$ cat src/rtl/fft_sched_pkg.sv
// fft_sched_pkg: shared types and sizes for the FFT job scheduler.
//   SchedState - scheduler FSM state encoding
//   N_BEATS    - beats per LOAD and per UNLOAD phase
//   BEAT_W     - beat counter width
//   SMP_W      - one sample width
//   GRP_W      - one sample group, {D3,D2,D1,D0}
package fft_sched_pkg;

    localparam int N_BEATS = 64;
    localparam int BEAT_W  = 6;
    localparam int SMP_W   = 64;
    localparam int GRP_W   = 4 * SMP_W;

    localparam logic [BEAT_W-1:0] LAST_BEAT = BEAT_W'(N_BEATS - 1);

    typedef enum logic [1:0] {
        IDLE,
        LOAD,
        RUN,
        UNLOAD
    } SchedState;

endpackage

$ cat src/rtl/fft_sched_if.sv
// fft_sched_if: requester, result and core-side signals of the FFT scheduler.
//   slave  - seen by the scheduler (requests, input groups and core results in;
//            grants, ready, results and core control out)
//   master - seen by the environment (the two requesters plus the FFT core)
interface fft_sched_if;
    import fft_sched_pkg::*;

    logic             req0;
    logic             req1;
    logic [GRP_W-1:0] din0;
    logic [GRP_W-1:0] din1;
    logic             gnt0;
    logic             gnt1;
    logic             irdy0;
    logic             irdy1;
    logic [GRP_W-1:0] dout;
    logic             ovld0;
    logic             ovld1;
    logic             done0;
    logic             done1;
    logic             busy;
    logic             coreStart;
    logic [GRP_W-1:0] coreD;
    logic             coreDone;
    logic [GRP_W-1:0] coreQ;

    modport slave (
        input  req0, req1, din0, din1, coreDone, coreQ,
        output gnt0, gnt1, irdy0, irdy1, dout, ovld0, ovld1,
               done0, done1, busy, coreStart, coreD
    );

    modport master (
        output req0, req1, din0, din1, coreDone, coreQ,
        input  gnt0, gnt1, irdy0, irdy1, dout, ovld0, ovld1,
               done0, done1, busy, coreStart, coreD
    );

endinterface

$ cat src/rtl/fft_sched_arb.sv
// rr_arb2: two-way round-robin pick, purely combinational.
//   req0_i, req1_i - request levels
//   last_i         - index served by the previous job
//   gntIdx_o       - index to grant (meaningful only when any_o is high)
//   any_o          - at least one request is pending
module rr_arb2 (
    input  logic req0_i,
    input  logic req1_i,
    input  logic last_i,
    output logic gntIdx_o,
    output logic any_o
);

    // With both requesting, the one not served last wins; otherwise the
    // lone requester wins (req1_i alone selects index 1, req0_i alone 0).
    assign gntIdx_o = (req0_i && req1_i) ? ~last_i : req1_i;
    assign any_o    = req0_i | req1_i;

endmodule

$ cat src/rtl/fft_sched.sv
// fft_sched: arbitrates two requesters onto one FFT core. A job streams 64
// input groups into the core (LOAD), waits for the core (RUN), then streams
// 64 result groups back to the granted requester (UNLOAD).
//   clk   - clock, rising edge
//   rst_n - asynchronous active-low reset
//   bus   - fft_sched_if.slave: requests/grants, input groups, result groups,
//           per-requester valid/done, busy and the core start/data/done/result
module fft_sched
    import fft_sched_pkg::*;
(
    input  logic         clk,
    input  logic         rst_n,
    fft_sched_if.slave   bus
);

    SchedState         stateQ, stateD;
    logic [BEAT_W-1:0] beatQ, beatD;
    logic              grantQ, grantD;
    logic              lastQ, lastD;
    logic [GRP_W-1:0]  doutQ, doutD;
    logic              ovld0Q, ovld0D, ovld1Q, ovld1D;
    logic              done0Q, done0D, done1Q, done1D;

    logic              arbIdx;
    logic              arbAny;
    logic              lastBeat;
    logic              loading;
    logic              unloading;
    logic              busy;

    rr_arb2 uArb (
        .req0_i   (bus.req0),
        .req1_i   (bus.req1),
        .last_i   (lastQ),
        .gntIdx_o (arbIdx),
        .any_o    (arbAny)
    );

    // LAST resets to 1 so requester 0 wins the first contention.
    always_ff @(posedge clk or negedge rst_n) begin
        if (!rst_n) begin
            stateQ <= IDLE;
            beatQ  <= '0;
            grantQ <= 1'b0;
            lastQ  <= 1'b1;
            doutQ  <= '0;
            ovld0Q <= 1'b0;
            ovld1Q <= 1'b0;
            done0Q <= 1'b0;
            done1Q <= 1'b0;
        end else begin
            stateQ <= stateD;
            beatQ  <= beatD;
            grantQ <= grantD;
            lastQ  <= lastD;
            doutQ  <= doutD;
            ovld0Q <= ovld0D;
            ovld1Q <= ovld1D;
            done0Q <= done0D;
            done1Q <= done1D;
        end
    end

    assign lastBeat  = (beatQ == LAST_BEAT);
    assign loading   = (stateQ == LOAD);
    assign unloading = (stateQ == UNLOAD);
    assign busy      = (stateQ != IDLE);

    // The beat counter is cleared on every state change and only advances in
    // LOAD and UNLOAD; CORE_DONE is looked at only in RUN.
    always_comb begin
        stateD = stateQ;
        beatD  = beatQ;
        grantD = grantQ;
        lastD  = lastQ;
        unique case (stateQ)
            IDLE: begin
                if (arbAny) begin
                    stateD = LOAD;
                    beatD  = '0;
                    grantD = arbIdx;
                    lastD  = arbIdx;
                end
            end
            LOAD: begin
                if (lastBeat) begin
                    stateD = RUN;
                    beatD  = '0;
                end else begin
                    beatD  = beatQ + 1'b1;
                end
            end
            RUN: begin
                if (bus.coreDone) begin
                    stateD = UNLOAD;
                    beatD  = '0;
                end
            end
            UNLOAD: begin
                if (lastBeat) begin
                    stateD = IDLE;
                    beatD  = '0;
                end else begin
                    beatD  = beatQ + 1'b1;
                end
            end
            default: begin
                stateD = IDLE;
                beatD  = '0;
            end
        endcase
    end

    // Result path is one register stage behind UNLOAD, so the final beat and
    // DONE land in the first IDLE cycle, exactly when GNT falls.
    always_comb begin
        doutD  = unloading ? bus.coreQ : '0;
        ovld0D = unloading && !grantQ;
        ovld1D = unloading &&  grantQ;
        done0D = ovld0D && lastBeat;
        done1D = ovld1D && lastBeat;
    end

    assign bus.busy      = busy;
    assign bus.gnt0      = busy && !grantQ;
    assign bus.gnt1      = busy &&  grantQ;
    assign bus.irdy0     = loading && !grantQ;
    assign bus.irdy1     = loading &&  grantQ;
    assign bus.coreStart = loading && (beatQ == '0);
    assign bus.coreD     = loading ? (grantQ ? bus.din1 : bus.din0) : '0;
    assign bus.dout      = doutQ;
    assign bus.ovld0     = ovld0Q;
    assign bus.ovld1     = ovld1Q;
    assign bus.done0     = done0Q;
    assign bus.done1     = done1Q;

endmodule

$ cat src/flat_wrapper.sv
// flat-port wrapper written by rule: the top's interface ports become plain ports
module fft_sched_flat import fft_sched_pkg::*;
  (clk, rst_n, bus_req0, bus_req1, bus_din0, bus_din1, bus_coreDone, bus_coreQ, bus_gnt0, bus_gnt1, bus_irdy0, bus_irdy1, bus_dout, bus_ovld0, bus_ovld1, bus_done0, bus_done1, bus_busy, bus_coreStart, bus_coreD);
  fft_sched_if bus_i ();
  input  logic clk;
  input  logic rst_n;
  input wire logic [$bits(bus_i.req0)-1:0] bus_req0;
  input wire logic [$bits(bus_i.req1)-1:0] bus_req1;
  input wire logic [$bits(bus_i.din0)-1:0] bus_din0;
  input wire logic [$bits(bus_i.din1)-1:0] bus_din1;
  input wire logic [$bits(bus_i.coreDone)-1:0] bus_coreDone;
  input wire logic [$bits(bus_i.coreQ)-1:0] bus_coreQ;
  output wire logic [$bits(bus_i.gnt0)-1:0] bus_gnt0;
  output wire logic [$bits(bus_i.gnt1)-1:0] bus_gnt1;
  output wire logic [$bits(bus_i.irdy0)-1:0] bus_irdy0;
  output wire logic [$bits(bus_i.irdy1)-1:0] bus_irdy1;
  output wire logic [$bits(bus_i.dout)-1:0] bus_dout;
  output wire logic [$bits(bus_i.ovld0)-1:0] bus_ovld0;
  output wire logic [$bits(bus_i.ovld1)-1:0] bus_ovld1;
  output wire logic [$bits(bus_i.done0)-1:0] bus_done0;
  output wire logic [$bits(bus_i.done1)-1:0] bus_done1;
  output wire logic [$bits(bus_i.busy)-1:0] bus_busy;
  output wire logic [$bits(bus_i.coreStart)-1:0] bus_coreStart;
  output wire logic [$bits(bus_i.coreD)-1:0] bus_coreD;
  assign bus_i.req0 = bus_req0;
  assign bus_i.req1 = bus_req1;
  assign bus_i.din0 = bus_din0;
  assign bus_i.din1 = bus_din1;
  assign bus_i.coreDone = bus_coreDone;
  assign bus_i.coreQ = bus_coreQ;
  assign bus_gnt0 = bus_i.gnt0;
  assign bus_gnt1 = bus_i.gnt1;
  assign bus_irdy0 = bus_i.irdy0;
  assign bus_irdy1 = bus_i.irdy1;
  assign bus_dout = bus_i.dout;
  assign bus_ovld0 = bus_i.ovld0;
  assign bus_ovld1 = bus_i.ovld1;
  assign bus_done0 = bus_i.done0;
  assign bus_done1 = bus_i.done1;
  assign bus_busy = bus_i.busy;
  assign bus_coreStart = bus_i.coreStart;
  assign bus_coreD = bus_i.coreD;
  fft_sched u_core (.clk(clk), .rst_n(rst_n), .bus(bus_i));
endmodule
$ cat config.mk
export PLATFORM = sky130hd
export DESIGN_NAME = fft_sched_flat
export DESIGN_NICKNAME = d
export VERILOG_FILES = /design/src/rtl/fft_sched_pkg.sv /design/src/rtl/fft_sched_if.sv /design/src/rtl/fft_sched_arb.sv /design/src/rtl/fft_sched.sv /design/src/flat_wrapper.sv
export SDC_FILE = /design/constraint.sdc
export NUM_CORES = 1
export LEC_CHECK = 0
export ABC_AREA = 1
export ABC_CLOCK_PERIOD_IN_PS = 4800
export BUFFER_PORTS_ARGS = -buffer_cell sky130_fd_sc_hd__buf_2
export CORE_AREA = 2 2 501 503
export CTS_CLUSTER_SIZE = 24
export DETAILED_ROUTE_END_ITERATION = 8
export DIE_AREA = 0 0 503 505
export PLACE_DENSITY_LB_ADDON = 0.2
export SLEW_MARGIN = 20
export SYNTH_ARGS = -nofsm -noshare
export SYNTH_HDL_FRONTEND = slang
export SYNTH_SLANG_ARGS = --single-unit
export TNS_END_PERCENT = 20
$ cat constraint.sdc
create_clock -name clk -period 4.8 [get_ports clk]
set_clock_uncertainty 0.2 [all_clocks]
set_input_delay 0.72 -clock clk [delete_from_list [all_inputs] [get_ports clk]]
set_output_delay 0.72 -clock clk [all_outputs]
set_load 0.02 [all_outputs]
==> flow_metrics.py <==
metrics = {
    "clocking": {
        "cts_buffers": 41,
        "clk_latency_ns": 0.62,
        "cts_resized": 0,
        "clk_path_buf_depth": 3,
        "cts_hold_buf": 11,
        "htreeDepth": 2,
        "cts_tree": "built",
        "clock_tree.root_cell": "clkbuf_16",
        "clk_pin_slew_ns": 0.06,
        "post_cts_buffers": 0,
        "cts.sinks": 270,
    },
    "setup_path": {
        "worst-r2r-setup-slack_ns": 2.60,
        "slowest_stage": "inv_8",
        "cp.required_ns": 3.88,
        "crit_path_start_kind": "register",
        "worstReg2RegEnd": "u_core.stateQ[1]",
        "path_delay_family": "buffers and inverters",
        "reg2reg_from": "u_core.stateQ[1]",
        "worstPathArrival_ns": 3.41,
        "cpPeakStageDelay_ns": 0.49,
        "r2r_cells": 8,
        "critPathCaptureType": "output port",
        "criticalPathCategory": "register to output port",
        "crit_buf_inv": 4,
        "worstPathCellList": "inv_1 -> ha_1 -> nand2_1 -> inv_8 -> buf_4 -> a22o_1 -> buf_2",
        "path_max_fanout": 95,
    },
    "drt": {
        "vias": 15500,
        "avgViaCountPerCell": 2.62,
        "first_iter_violations": 894,
        "firstDrtPassIters": 6,
        "drc": 0,
        "wl_um": 163000,
        "final_antenna_net_count": 0,
        "wl_per_cell_um": 27.7,
    },
    "power": {
        "power.internal_mw": 6.59,
        "clock_power_share": 0.244,
        "switchingPower_mw": 6.32,
        "p_comb_frac": 0.527,
        "ir_worst_vdd_mv": 0.278,
        "swShare": 0.489,
        "pwr_density_cell_nw_per_um2": 541,
        "p_total_mw": 12.9,
        "p_leak_nw": 14.1,
        "p_seq_frac": 0.228,
    },
    "cells_and_area": {
        "nNetsFinal": 3265,
        "finish.instance_area_um2": 23800,
        "syn_to_final_growth_pct": 101,
        "nFillCells": 29300,
        "stdcell_count": 5893,
        "seq_area_um2": 6760,
        "multiInputGateArea_um2": 3560,
        "layout-drive-gt1-share": 0.549,
    },
    "grt": {
        "grt_max_degree": 117,
        "grt_pass1_wl_um": 196000,
        "antenna_found_initial": 196,
        "use_met3": 0.0578,
        "grt_overflow": 0,
        "first_global_vias": 16000,
        "gr-max-usage-layer": "met2",
        "use_met2": 0.222,
        "track_usage": 0.122,
        "met1_usage": 0.119,
    },
    "yosys": {
        "synth_fp_nets": 1984,
        "ys_seq_area_frac": 0.570,
        "synth.largest_area_cell": "dfrtp_1",
        "ys_top_cells_by_area": "dfrtp_1 (57%), a22o_1 (19%), nand2_1 (8.8%)",
        "yosysWarnings": 0,
        "synth_seq_cells": 270,
        "synth_top_area_share": 0.567,
        "syn_area_um2": 11900,
        "avgSynthCellArea_um2": 9.85,
        "synth_cells": 1204,
        "yosysUniqueCellTypes": 21,
    },
    "sta": {
        "rsz0062_at_grt": "no",
        "slew_headroom": 0.456,
        "fmax_mhz": 231,
        "hold_viol_final": 0,
        "tns_ns": 0,
        "min_period_ns": 4.33,
        "period_share": 0.902,
        "tightest_slew_ns": 0.816,
        "setup_violations": 0,
        "maxSlewViolCount": 0,
    },
    "floorplanning": {
        "coreArea_um2": 248000,
        "die_area_um2": 254000,
        "io_pins": 1295,
        "die_x_um": 503,
        "start_util": 0.0478,
        "die_height_um": 505,
        "core.rowCount": 183,
    },
    "worst_hold_path": {
        "worstHoldPathType": "input port to register",
        "holdPathEnd": "u_core.bus.dout[168]",
        "min_path_cells": 3,
        "min_from": "bus_coreQ[168]",
    },
    "placement": {
        "post_dp_cell_area_um2": 22300,
        "port_buffers": 1294,
        "dp.cells": 5761,
        "place_congestion": 0.918,
        "dp_hpwl_um": 145000,
    },
    "outcome": {
        "outcome": "finished clean",
    },
    "job": {
        "drv_cap": 0,
    },
}
## synth_stat cells, drive strengths merged
cell,n
a21oi,3
a22o,256
buf,81
clkbuf,5
dfrtp,269
dfstp,1
ha,7
inv,273
nand2,278
nand3,7
nand4,1
nor2,13
nor3,2
o21ai,7
xnor2,1
## worst reg2reg max path, delay by kind of cell (launching register included)
kind          cells  cell delay (ns)
fa+ha+maj         1             0.53
simple gates      5             0.55
buf+inv           2             0.36
flops             1             0.44
## routing by layer
| metal | share of wire | wire length (um) | vias to the layer above |
|---|---|---|---|
| li1 | - | - | 6449 |
| met1 | 0.33 | 54200 | 7279 |
| met2 | 0.50 | 82100 | 1281 |
| met3 | 0.12 | 19500 | 417 |
| met4 | 0.043 | 7010 | 30 |
| met5 | 0.0013 | 212 | - |
## placed cells by master, fill, tap and decap left out, types with 3 or more instances in the layout
master	count
a22o_1	256
buf_12	9
buf_2	1293
buf_4	10
clkbuf_1	11
clkbuf_16	42
clkbuf_8	11
clkinv_2	3
dfrtp_1	269
diode_2	48
dlygate4sd3_1	11
ha_1	6
inv_1	271
nand2_1	278
nand3_1	7
nor2_1	12
o21ai_0	7
## worst max-delay path by stage
stage	from	to	slack, ns	depth (start not counted)
global placement	u_core.stateQ[1]	bus_coreD[183]	1.09	7
floorplan	u_core.stateQ[1]	bus_coreD[166]	2.48	7
finish	u_core.stateQ[1]	bus_coreD[183]	0.47	7
global route	u_core.stateQ[1]	bus_coreD[183]	0.30	7
detailed placement	u_core.stateQ[1]	bus_coreD[183]	1.06	7
CTS	u_core.stateQ[1]	bus_coreD[183]	0.34	7
## power groups by stage
stage	Combinational (mW)	Sequential, mW	Clock, mW
global placement	7.01	3.00	0
floorplan	3.09	3.49	0
detailed placement	6.98	2.99	0
finish	6.80	2.95	3.15
CTS	6.99	2.97	3.35
global route	7.37	3.01	3.42
## logic make-up after synthesis
family	Yosys count	share of synthesized area
AND/OR/NAND/NOR	301	0.0970
XOR/XNOR	1	0.000738
AO/OA/AOI/OAI	266	0.194
flip-flops	270	0.570
adder cells (fa/ha/maj)	7	0.00738
buffers and inverters	359	0.132
## registers in the layout (all words and copies together), names as in the netlist
signal            flops
u_core.bus.dout     256
u_core.beatQ          6
u_core.stateQ         2
u_core.bus.done0      1
u_core.bus.done1      1
u_core.bus.ovld0      1
u_core.bus.ovld1      1
u_core.grantQ         1
u_core.lastQ          1
## cell type report
cell class	instances	area share
diodes	48	0.00504
clock buffers	64	0.0522
clock inverters	9	0.00483
multi-input cells	575	0.149
repair buffers	1324	0.287
well taps	3330	0.175
flip-flops and latches	270	0.283
inverters	273	0.0433
## through the flow
stage,utilization,hold slack (ns),setup slack [ns]
floorplan,-,0.224,2.48
global placement,0.0897,0.272,1.09
detailed placement,0.0897,0.272,1.06
CTS,0.0956,0.000108,0.344
global route,0.0960,0.0348,0.305
finish,0.0961,0.0934,0.471
Note: power is estimated with default switching activity, not from simulation.
